### config.mk
export PLATFORM = sky130hd
export DESIGN_NAME = random_gen_flat
export DESIGN_NICKNAME = d
export VERILOG_FILES = /design/src/rtl/random_gen_pkg.sv /design/src/rtl/random_gen_if.sv /design/src/rtl/random_gen_lfsr_core.sv /design/src/rtl/random_gen.sv /design/src/flat_wrapper.sv
export SDC_FILE = /design/constraint.sdc
export NUM_CORES = 1
export LEC_CHECK = 0
export BUFFER_PORTS_ARGS = -buffer_cell sky130_fd_sc_hd__buf_2
export CORE_UTILIZATION = 40
export DETAILED_ROUTE_END_ITERATION = 10
export GPL_ROUTABILITY_DRIVEN = 0
export GPL_TIMING_DRIVEN = 0
export SYNTH_ARGS = -nofsm -noshare
export SYNTH_HDL_FRONTEND = slang
export SYNTH_HIERARCHICAL = 1
export SYNTH_SLANG_ARGS = --single-unit
### constraint.sdc
create_clock -name clk_in -period 1.53 [get_ports clk_in]
set_input_delay 0.306 -clock clk_in [delete_from_list [all_inputs] [get_ports clk_in]]
set_output_delay 0.306 -clock clk_in [all_outputs]
set_load 0.02 [all_outputs]
### src/rtl/random_gen_pkg.sv
// random_pkg: shared state encoding, Galois LFSR step function and default tap masks.
package random_pkg;
  typedef enum logic [1:0] {IDLE, RUN, HOLD, FREE} state_t;
  localparam logic [7:0]  TAPS8  = 8'h1D;
  localparam logic [15:0] TAPS16 = 16'h002D;
  localparam logic [31:0] TAPS32 = 32'h000000C5;
  function automatic logic [31:0] lfsr_next(input logic [31:0] s, input logic [31:0] taps, input int w);
    logic [31:0] m;
    m = (w >= 32) ? '1 : ((32'd1 << w) - 32'd1);
    return ({s[30:0], 1'b0} ^ (s[5'(w - 1)] ? taps : 32'd0)) & m;
  endfunction
endpackage

### src/rtl/random_gen_if.sv
// random_gen_if: control, seed and word handshake between the generator and its consumer.
interface random_gen_if #(parameter int WIDTH = 8, parameter int OUT_W = 4) ();
  logic             mode_in;
  logic             seed_load_in;
  logic [WIDTH-1:0] seed_in;
  logic             req_in;
  logic             ready_in;
  logic [OUT_W-1:0] rnd_out;
  logic             valid_out;
  logic             busy_out;
  modport master (output mode_in, seed_load_in, seed_in, req_in, ready_in, input rnd_out, valid_out, busy_out);
  modport slave  (input mode_in, seed_load_in, seed_in, req_in, ready_in, output rnd_out, valid_out, busy_out);
endinterface

### src/rtl/random_gen_lfsr_core.sv
// lfsr_core: Galois LFSR register with step enable and a load that never admits the all-zero state.
module lfsr_core import random_pkg::*; #(
  parameter int               WIDTH = 8,
  parameter logic [WIDTH-1:0] TAPS  = WIDTH'(8'h1D),
  parameter logic [WIDTH-1:0] SEED  = WIDTH'(1)
) (
  input  logic             clk_in,
  input  logic             reset_n_in,
  input  logic             load,
  input  logic [WIDTH-1:0] load_val,
  input  logic             step,
  output logic [WIDTH-1:0] q,
  output logic [WIDTH-1:0] nq
);
  assign nq = WIDTH'(lfsr_next(32'(q), 32'(TAPS), WIDTH));
  always_ff @(posedge clk_in)
    if (!reset_n_in) q <= SEED;
    else if (load) q <= (load_val == '0) ? SEED : load_val;
    else if (step) q <= nq;
endmodule

### src/rtl/random_gen.sv
// random_gen: LFSR random source with free-run and on-demand handshake modes.
module random_gen import random_pkg::*; #(
  parameter int               WIDTH = 8,
  parameter logic [WIDTH-1:0] TAPS  = WIDTH'(8'h1D),
  parameter logic [WIDTH-1:0] SEED  = WIDTH'(1),
  parameter int               OUT_W = 4,
  parameter int               STEPS = OUT_W
) (
  input logic       clk_in,
  input logic       reset_n_in,
  random_gen_if.slave bus
);
  localparam int             CW    = $clog2(STEPS + 1);
  localparam logic [CW-1:0]  LAST  = CW'(STEPS);
  localparam state_t         START = (STEPS == 1) ? HOLD : RUN;
  if (OUT_W > WIDTH || OUT_W < 1) begin : g_bad_out_w
    $error("random_gen: OUT_W must be in 1..WIDTH");
  end
  if (STEPS < 1) begin : g_bad_steps
    $error("random_gen: STEPS must be >= 1");
  end
  if (SEED == '0) begin : g_bad_seed
    $error("random_gen: SEED must be non-zero");
  end
  if (TAPS[0] != 1'b1) begin : g_bad_taps
    $error("random_gen: TAPS[0] must be 1");
  end
  state_t           state, nxt;
  logic [CW-1:0]    cnt, cnt_nxt, cnt_inc;
  logic             step, cap;
  logic [WIDTH-1:0] q, nq;
  logic [OUT_W-1:0] rnd;
  lfsr_core #(.WIDTH(WIDTH), .TAPS(TAPS), .SEED(SEED)) u_core (
    .clk_in(clk_in), .reset_n_in(reset_n_in), .load(bus.seed_load_in),
    .load_val(bus.seed_in), .step(step), .q(q), .nq(nq)
  );
  assign cnt_inc = cnt + CW'(1);
  // cap marks edges where the freshly stepped state becomes the visible word
  always_comb begin
    nxt     = state;
    cnt_nxt = cnt;
    step    = 1'b0;
    cap     = 1'b0;
    unique case (state)
      IDLE: if (bus.mode_in) begin
        nxt  = FREE;
        step = 1'b1;
        cap  = 1'b1;
      end else if (bus.req_in) begin
        nxt     = START;
        step    = 1'b1;
        cnt_nxt = CW'(1);
        cap     = (STEPS == 1);
      end
      RUN: begin
        step    = 1'b1;
        cnt_nxt = cnt_inc;
        if (cnt_inc == LAST) begin
          nxt = HOLD;
          cap = 1'b1;
        end
      end
      HOLD: if (bus.ready_in) begin
        nxt     = bus.req_in ? START : IDLE;
        step    = bus.req_in;
        cnt_nxt = bus.req_in ? CW'(1) : '0;
        cap     = bus.req_in && (STEPS == 1);
      end
      FREE: if (!bus.mode_in) nxt = IDLE;
      else begin
        step = 1'b1;
        cap  = 1'b1;
      end
      default: nxt = IDLE;
    endcase
  end
  always_ff @(posedge clk_in)
    if (!reset_n_in) begin
      state <= IDLE;
      cnt   <= '0;
      rnd   <= '0;
    end else if (bus.seed_load_in) begin
      state <= IDLE;
      cnt   <= '0;
    end else begin
      state <= nxt;
      cnt   <= cnt_nxt;
      if (cap) rnd <= nq[OUT_W-1:0];
    end
  assign bus.rnd_out   = rnd;
  assign bus.valid_out = (state == HOLD) || (state == FREE);
  assign bus.busy_out  = (state == RUN);
endmodule

### src/flat_wrapper.sv
// flat-port wrapper written by rule: the top's interface ports become plain ports
module random_gen_flat import random_pkg::*;
#(
  parameter int               WIDTH = 8,
  parameter logic [WIDTH-1:0] TAPS  = WIDTH'(8'h1D),
  parameter logic [WIDTH-1:0] SEED  = WIDTH'(1),
  parameter int               OUT_W = 4,
  parameter int               STEPS = OUT_W
)
  (clk_in, reset_n_in, bus_mode_in, bus_seed_load_in, bus_seed_in, bus_req_in, bus_ready_in, bus_rnd_out, bus_valid_out, bus_busy_out);
  random_gen_if #(.WIDTH(WIDTH), .OUT_W(OUT_W)) bus_i ();
  input logic clk_in;
  input logic reset_n_in;
  input wire logic [$bits(bus_i.mode_in)-1:0] bus_mode_in;
  input wire logic [$bits(bus_i.seed_load_in)-1:0] bus_seed_load_in;
  input wire logic [$bits(bus_i.seed_in)-1:0] bus_seed_in;
  input wire logic [$bits(bus_i.req_in)-1:0] bus_req_in;
  input wire logic [$bits(bus_i.ready_in)-1:0] bus_ready_in;
  output wire logic [$bits(bus_i.rnd_out)-1:0] bus_rnd_out;
  output wire logic [$bits(bus_i.valid_out)-1:0] bus_valid_out;
  output wire logic [$bits(bus_i.busy_out)-1:0] bus_busy_out;
  assign bus_i.mode_in = bus_mode_in;
  assign bus_i.seed_load_in = bus_seed_load_in;
  assign bus_i.seed_in = bus_seed_in;
  assign bus_i.req_in = bus_req_in;
  assign bus_i.ready_in = bus_ready_in;
  assign bus_rnd_out = bus_i.rnd_out;
  assign bus_valid_out = bus_i.valid_out;
  assign bus_busy_out = bus_i.busy_out;
  random_gen #(.WIDTH(WIDTH), .TAPS(TAPS), .SEED(SEED), .OUT_W(OUT_W), .STEPS(STEPS)) u_core (.clk_in(clk_in), .reset_n_in(reset_n_in), .bus(bus_i));
endmodule
**Word level (Yosys, flattened, before mapping)**

Cells that the tools add are included.

- Add/subtract/negate cells: 1
- Multiply operators: 0
- Div/mod/pow operators: 0
- Magnitude comparators: 0
- Equality and inequality tests: 10
- Shift-type cells: 0
- Multiplexer cells: 23
- Bitwise gates (word level): 3
- Reductions and logical operators: 10

Operators with widths:

| kind | number |
|---|---|
| 8-bit 2-to-1 mux | 3 |
| 2-bit 2-to-1 mux | 5 |
| 3-bit 2-to-1 mux | 3 |
| 3-bit one-hot mux with 3 select lines | 1 |
| 8-bit logical NOT | 1 |
| 2-bit inequality test (second input constant) | 4 |
| 2-bit one-hot mux with 4 select lines | 1 |
| 4-bit AND reduction | 2 |
| 8-bit bitwise XOR | 1 |
| 1-bit 2-to-1 mux | 7 |
| 5-bit 2-to-1 mux | 1 |
| 2-bit == test (second input constant) | 2 |
| 1-bit one-hot mux with 4 select lines | 1 |
| 2-bit OR reduction | 2 |
| 3-bit by 1-bit adder with 3-bit output (second input constant) | 1 |
| 3-bit == test (second input constant) | 1 |
| 3-bit inequality test (second input constant) | 1 |
| 1-bit one-hot mux with 3 select lines | 1 |
| 3-bit nonzero test | 1 |
| 2-bit by 1-bit == test with 1-bit output (second input constant) | 1 |
| 2-bit logical NOT | 1 |
| 2-bit by 1-bit inequality test with 1-bit output (second input constant) | 1 |
| 1-bit NOT | 2 |
| 2-bit AND reduction | 1 |
| other kinds (2) | 2 |

- Register bits: 17
- Bits in latches: 0
- Memory bits (writable): 0
- Bits in read-only memories: 0
- Input port bits: 14
- Output and inout bits: 6
- Logic and storage cells: 51
- Memories: 0

**Longest topological paths before layout**

Gate-level depths: netlist of run 1.

- Depth in word-level cells: 5
- Depth in mapped cells: 8
- Mapped depth without buffers: 7

**By module**

Netlist of run 1, hierarchy kept.

Modules (own cells, without submodules):

| module | instances | cells an instance | area each (sq um) | seq. area each (sq um) |
|---|---|---|---|---|
| random_gen | 1 | 66 | 591.8 | 180.2 |
| lfsr_core | 1 | 55 | 444.2 | 160.2 |

**Worst setup path after synthesis of run 1**

Ideal clock, no wire load.

- Path kind: flip-flop to flip-flop
- Start point: register u_core.state[0]
- End point: register u_core.u_core.q[1]
- Setup time: 0.115 ns
- Data arrival time: 1.559 ns
- Data required time: 1.415 ns
- Path slack: -0.144 ns
- Stages on the path, launching flop included: 9
- Path buffers: 1
- Period minus slack after synthesis: 1.674 ns
- Cells stage by stage: dfxtp_1 > inv_1 > ha_1 > nor3b_1 > o21ai_0 > buf_2 > mux2i_1 > o21ai_0 > and2_1

- Longest elaborated chain between the ends: 3
- Elaborated cells between the ends (all ways): 6
- Those cells by class: 3 x eq/ne; 1 x mux; 2 x reduce/logical

RTL lines:

| item | RTL line | source |
|---|---|---|
| start, declared | random_gen.sv:28 | `state_t state, nxt;` |
| start signal, assigned | random_gen.sv:86 | `state <= nxt;` |
| 2-bit == test (tied with other cells) | random_gen.sv:44 | `unique case (state)` |
| 1-bit one-hot mux with 4 select lines * | random_gen.sv:44 |  |
| named net u_core.step | random_gen.sv:30 | `logic step, cap;` |
| 2-bit nonzero test (no source line) * | n/a |  |
| end signal, assigned | random_gen_lfsr_core.sv:18 | `else if (load) q <= (load_val == '0) ? SEED : load_val;` |
| end signal, assigned | random_gen_lfsr_core.sv:19 | `else if (step) q <= nq;` |
| end, declared | random_gen_lfsr_core.sv:12 | `output logic [WIDTH-1:0] q,` |

Mark *: on every way through the listed nets, which the timed path passes. The rest lies on a longest branch.
A chain may end at the register's enable or synchronous reset.

**Worst setup path after layout of run 1**

- Start point: register u_core.state[0]
- End point: register u_core.u_core.q[0]

The elaborated chain is that of the path after synthesis.

==> reports/metrics.cfg, run 1 <==
[synth]
synth_warnings = 6
synth_area_sq_um = 998
syn-num-nets = 136
syn_area_per_cell_sq_um = 8.61
synthCells = 116

[power]
power_leakage_nw = 0.613
swShare = 0.326
internal-power_mw = 0.808
netSwitchingPower_mw = 0.391
total_power_mw = 1.20
sequentialPowerShare = 0.420
p_clk_frac = 0.196
pwr_density_cell_nw_per_um2 = 852
peakVddDrop_v = 0.000581
pwr-share-comb = 0.383

[clock_tree]
insertion_delay_ps = 290
path_clk_slew_ps = 100
clockBufferDepth = 2
cts_tree = built
cts-root-buf = clkbuf_4
numCtsBuffers = 3
htreeDepth = 1
cts.sinks = 17

[timing]
skew_ps = 10.0
period_share = 1.06
max_slew_margin = 0.753
worst_pin_slew_ps = 371
slew_viol_final = 0
setup_viol = 9
min_period_ps = 1630
clock.fmax_mhz = 615
setup_tns_ps = -445
hold_viol = 0
setup_slack_ps = -95.1
rsz0062_at_grt = true

[setup_path]
critPathRequiredTime_ps = 1700
ff2ff_path_depth = 8
cp.arrival_ps = 1800
critical_path_cell_count = 8
worstSetupEndpointType = flop
path_class = reg2reg
slowest_delay_ps = 370
crit_buf_inv = 3
path_delay_family = compound AO/OA/AOI/OAI gates
critPathMostFrequentCell = buf_6
path_cells = buf_6 > ha_4 > a211oi_2 > o21ai_2 > buf_4 > buf_6 > a211oi_1 > o21ai_1
start_kind = flop
crit_slowest_cell = dfxtp_4
worstPathMaxFanout = 4

[global_route]
grt_pass1_vias = 829
grt_max_degree = 11
grtUsageTotal = 0.194
antenna_found_initial = 0
grt_overflow = 0
grt_pass1_wl_microns = 3800

[routing]
viasPerCell = 5.22
firstDrtPassIters = 4
vias = 930
drt_wl_total_microns = 2320
drc = 0
wl_per_cell_microns = 13.0
dr.first_iter.drc_count = 9
ant_nets = 0

[place]
io_buffers = 19
dp_cells = 163
dpl_worst_slack_ps = -154
place_area_sq_um = 1160
dp_hpwl_microns = 1630

[final_layout]
register_area_sq_um = 355
final_cells = 178
fin_area_sq_um = 1410
multiInputGateArea_sq_um = 736
fin_nets = 171
diodes = 0
nFillCells = 205
area_delta_synth_final_pct = 41.0
drive_above_1_share = 0.407

[min_path]
holdPathStages = 3
hp-class = in2reg

[floorplanning]
io_pins = 20
dieHeight_microns = 52.0
core_area_sq_um = 2280
die_width_microns = 52.0
start_util = 0.439
rows = 17
die_area_sq_um = 2700

[flow_run]
maxCapViolations = 0

[status]
outcome = complete, but fails checks
violations = negative setup slack

## layout by cell type (no fill, tap or decap), drive strengths merged, types with 6 or more instances in the layout
cell type  count
nor2           8
nand2         12
buf           31
mux2i          8
o21ai          9
ha             6
nand2b         6
dfxtp         17
inv            6
## stage by stage
stage               hold slack [ps]   util
global placement                442  0.509
floorplan                       382      -
CTS                             248  0.580
detailed placement              449  0.509
global route                    260  0.618
finish                          258  0.618
## power by group through the flow
stage | combinational, mW | clock (mW) | sequential (mW)
3_5_place_dp | 0.330 | 0 | 0.516
5_1_grt | 0.500 | 0.266 | 0.508
3_3_place_gp | 0.321 | 0 | 0.515
6_report | 0.460 | 0.235 | 0.504
4_1_cts | 0.406 | 0.245 | 0.511
2_1_floorplan | 0.237 | 0 | 0.520
## worst register-to-register path: cells and delay by family (launching register included)
family                   cells  cell delay [ps]
adder cells (fa/ha/maj)      1              160
flip-flops                   1              370
buffers and inverters        3              400
AO/OA/AOI/OAI                4              590
## final cells by class
type / count / area share
clock inverter: 1 / 0.00356
sequential: 17 / 0.252
buffer: 3 / 0.0133
inverter: 6 / 0.0231
clock buffer: 3 / 0.0160
timing repair buffer: 30 / 0.144
multi-input combinational: 90 / 0.523
tap: 28 / 0.0249
## repair_timing
item                       CTS  global route
buffers inserted             5             6
gates cloned                 1             0
resized for setup           27            17
hold buffers                 0             0
pin swaps                   12            11
setup endpoints to repair   15            17
## final timing paths
path | startpoint | end | slack (ps)
min | bus_seed_in[4] | u_core/u_core/q[4]$_SDFFE_PN0P_ | 260
max reg2reg | u_core/state[0]$_SDFFE_PP0P_ | u_core/u_core/q[0]$_SDFFE_PN1P_ | -100
min reg2reg | u_core/bus.rnd_out[2]$_SDFFE_PN0P_ | u_core/bus.rnd_out[2]$_SDFFE_PN0P_ | 470
max | u_core/state[0]$_SDFFE_PP0P_ | u_core/u_core/q[0]$_SDFFE_PN1P_ | -100
## state kept, by name, summed over array words and instances, names as in the netlist
signal              flops
u_core/state            2
u_core/cnt              3
u_core/u_core/q         8
u_core/bus.rnd_out      4
## layer usage
layer  routed length, microns  part of all wire  global-route usage  vias up
met3                       77             0.033              0.0351        2
met5                        0                 0                   0        -
met2                     1210              0.52               0.331       15
met1                     1020              0.44               0.236      434
li1                         -                 -                   -      479
met4                       17            0.0073              0.0811        0
(Power assumes the default switching activity.)
==> run 2: changes to the inputs <==
--- a/config.mk
+++ b/config.mk
@@ -5,11 +5,12 @@
 export SDC_FILE = /design/constraint.sdc
 export NUM_CORES = 1
 export LEC_CHECK = 0
-export BUFFER_PORTS_ARGS = -buffer_cell sky130_fd_sc_hd__buf_2
 export CORE_UTILIZATION = 40
 export DETAILED_ROUTE_END_ITERATION = 10
+export DONT_BUFFER_PORTS = 1
 export GPL_ROUTABILITY_DRIVEN = 0
 export GPL_TIMING_DRIVEN = 0
+export HOLD_SLACK_MARGIN = 0.03
 export SYNTH_ARGS = -nofsm -noshare
 export SYNTH_HDL_FRONTEND = slang
 export SYNTH_HIERARCHICAL = 1
==> run 2 against run 1 <==
  * The run still ends with negative setup slack left
  * Count of clock-buffer cells in the layout unchanged
  * Clock skew decreased by 4.1 ps
  * Sequential share of layout area increased by 3.8 points
  * Wire length decreased by 5.3%
  * Critical path depth unchanged
  * Sequential power increased by 2%
  * Power decreased by 6.6%
  * Critical path type unchanged
==> reports/metrics.cfg, run 2 (same netlist as run 1, synthesis figures left out) <==
[final_layout]
register_area_sq_um = 355  ; unchanged
final_core_util = 0.538  ; -0.0803
regMostFlops = u_core/u_core/q
diodes = 0  ; unchanged
drive_above_1_share = 0.278  ; -0.129
nFillCells = 217  ; +5.9%
fin_nets = 147  ; -14%
multiInputGateArea_sq_um = 706  ; -4.1%
layout_common_cells = dfxtp_1 (13), nand2_1 (12), mux2i_1 (8)
layout_commonest_cell = dfxtp_1
fin_area_sq_um = 1220  ; -13%
area_delta_synth_final_pct = 22.7
largest_reg_flops = 8  ; unchanged

[routing]
ant_nets = 0  ; unchanged
firstDrtPassIters = 4  ; unchanged
wl_per_cell_microns = 14.2  ; +9.4%
dr.first_iter.drc_count = 18  ; +9
viasPerCell = 5.47  ; +4.6%
drt_wl_total_microns = 2190  ; -5.3%
drc = 0  ; unchanged
vias = 842  ; -9.5%

[clock_tree]
cts_tree = built
numCtsBuffers = 3  ; unchanged
cts-root-buf = clkbuf_4
cts.sinks = 17  ; unchanged
clockBufferDepth = 2  ; unchanged
htreeDepth = 1  ; unchanged
insertion_delay_ps = 290  ; about the same
path_clk_slew_ps = 100  ; about the same

[flow_run]
maxCapViolations = 0  ; unchanged

[power]
pwr_density_cell_nw_per_um2 = 914  ; +7.3%
peakVddDrop_v = 0.000474  ; -18%
power_leakage_nw = 0.493  ; -19%
total_power_mw = 1.12  ; -6.6%

[timing]
setup_tns_ps = -530  ; -84.7 ps
worst_pin_slew_ps = 377  ; +6.47 ps
setup_viol = 10  ; +1
max_slew_margin = 0.748  ; -0.00431
min_period_ps = 1610  ; -12.5 ps
slew_viol_final = 0  ; unchanged
period_share = 1.05  ; -0.00816
skew_ps = 5.86  ; -4.14 ps
setup_slack_ps = -82.6  ; +12.5 ps
hold_viol = 0  ; unchanged
rsz0062_at_grt = true
clock.fmax_mhz = 620  ; +0.77%

[setup_path]
worstSetupEndpointType = flop
critPathRequiredTime_ps = 1720  ; +20 ps
cp.arrival_ps = 1800  ; about the same
r2r-start = u_core/state[0]$_SDFFE_PP0P_
ff2ff_path_depth = 8  ; unchanged
r2r_end = u_core/u_core/q[0]$_SDFFE_PN1P_
start_kind = flop
path_class = reg2reg
r2r_setup_slack_ps = -80  ; about the same
worstPathMaxFanout = 5  ; +1

[min_path]
hp-class = in2reg
min_from = reset_n_in
worstHoldEndpoint = u_core/u_core/q[0]$_SDFFE_PN1P_
holdPathStages = 1  ; -2

[floorplanning]
core_area_sq_um = 2280  ; unchanged
io_pins = 20  ; unchanged
dieHeight_microns = 52.0  ; unchanged
start_util = 0.439  ; unchanged
die_width_microns = 52.0  ; unchanged
rows = 17  ; unchanged
die_area_sq_um = 2700  ; unchanged

[global_route]
grtUsageTotal = 0.184  ; -0.0102
antenna_found_initial = 0  ; unchanged
grt_pass1_vias = 874  ; +5.4%
grt_max_degree = 11  ; unchanged
grt_pass1_wl_microns = 3680  ; -3.1%
grt_overflow = 0  ; unchanged

[place]
io_buffers = 0  ; -19
dpl_worst_slack_ps = -170  ; -15.9 ps
place_area_sq_um = 1060  ; -8.2%
dp_hpwl_microns = 1600  ; -1.5%

[status]
violations = negative setup slack
outcome = complete, but fails checks

run 2: changes by cell type in the layout (fill, tap and decap cells not counted), moves of 2 or more:
| cell | previous run | this run |
|---|---|---|
| buf_6 | 7 | 3 |
| buf_2 | 18 | 0 |
| buf_4 | 6 | 4 |
| ha_4 | 5 | 3 |
| ha_2 | 0 | 2 |
run 2: worst max path at each step:
stage                                       from                         endpoint  slack (ps)  cells past startpoint
floorplan           u_core/state[0]$_SDFFE_PP0P_     u_core/state[1]$_SDFFE_PP0P_          10                      6
global placement    u_core/state[0]$_SDFFE_PP0P_  u_core/u_core/q[5]$_SDFFE_PN0P_        -130                      8
detailed placement  u_core/state[0]$_SDFFE_PP0P_  u_core/u_core/q[5]$_SDFFE_PN0P_        -170                      8
CTS                 u_core/state[0]$_SDFFE_PP0P_  u_core/u_core/q[6]$_SDFFE_PN0P_         -70                      8
global route        u_core/state[0]$_SDFFE_PP0P_  u_core/u_core/q[5]$_SDFFE_PN0P_        -160                      8
finish              u_core/state[0]$_SDFFE_PP0P_  u_core/u_core/q[0]$_SDFFE_PN1P_         -80                      8
run 2: cell type report:
class / instances / area share
plain buffers: 3 / 0.0153
repair buffers: 6 / 0.0429
multi-input cells: 90 / 0.576
flip-flops and latches: 17 / 0.290
clock buffers: 3 / 0.0184
inverters: 6 / 0.0245
well taps: 28 / 0.0286
clock inverters: 1 / 0.00409
run 2: routing by layer:
metal	global-route usage	wire, microns	vias up
met5	0	0	-
met4	0.0676	14	0
met3	0.0468	110	2
met2	0.321	1120	18
met1	0.213	947	395
li1	-	-	427
run 2: where the power goes:
| group | switching (mW) | internal [mW] | total (mW) |
|---|---|---|---|
| combinational | 0.179 | 0.188 | 0.367 |
| clock | 0.140 | 0.0971 | 0.237 |
| sequential | 0.0409 | 0.475 | 0.516 |
| total | 0.360 | 0.760 | 1.12 |
run 2: stage by stage:
step                instances  hold WS [ps]
floorplan                 116           382
global placement          144           408
detailed placement        144           408
CTS                       152          93.2
global route              154          90.5
finish                    154          99.8
run 2: critical path: stages (launching register included):
cell      delay (ps)
dfxtp_4          390
inv_4             50
ha_4             160
a211oi_2         210
o21ai_2          120
buf_4            150
buf_6            120
a211oi_1         230
o21ai_1           80
run 2: repair_timing:
item                                    4_1_cts  5_1_grt
endpoints found under the hold margin         0        0
buffers inserted                              3        2
hold buffers                                  0        0
cloned                                        1        0
endpoints found under the setup margin       16       17
pin swaps                                     9        7
gates resized for setup                      18       16
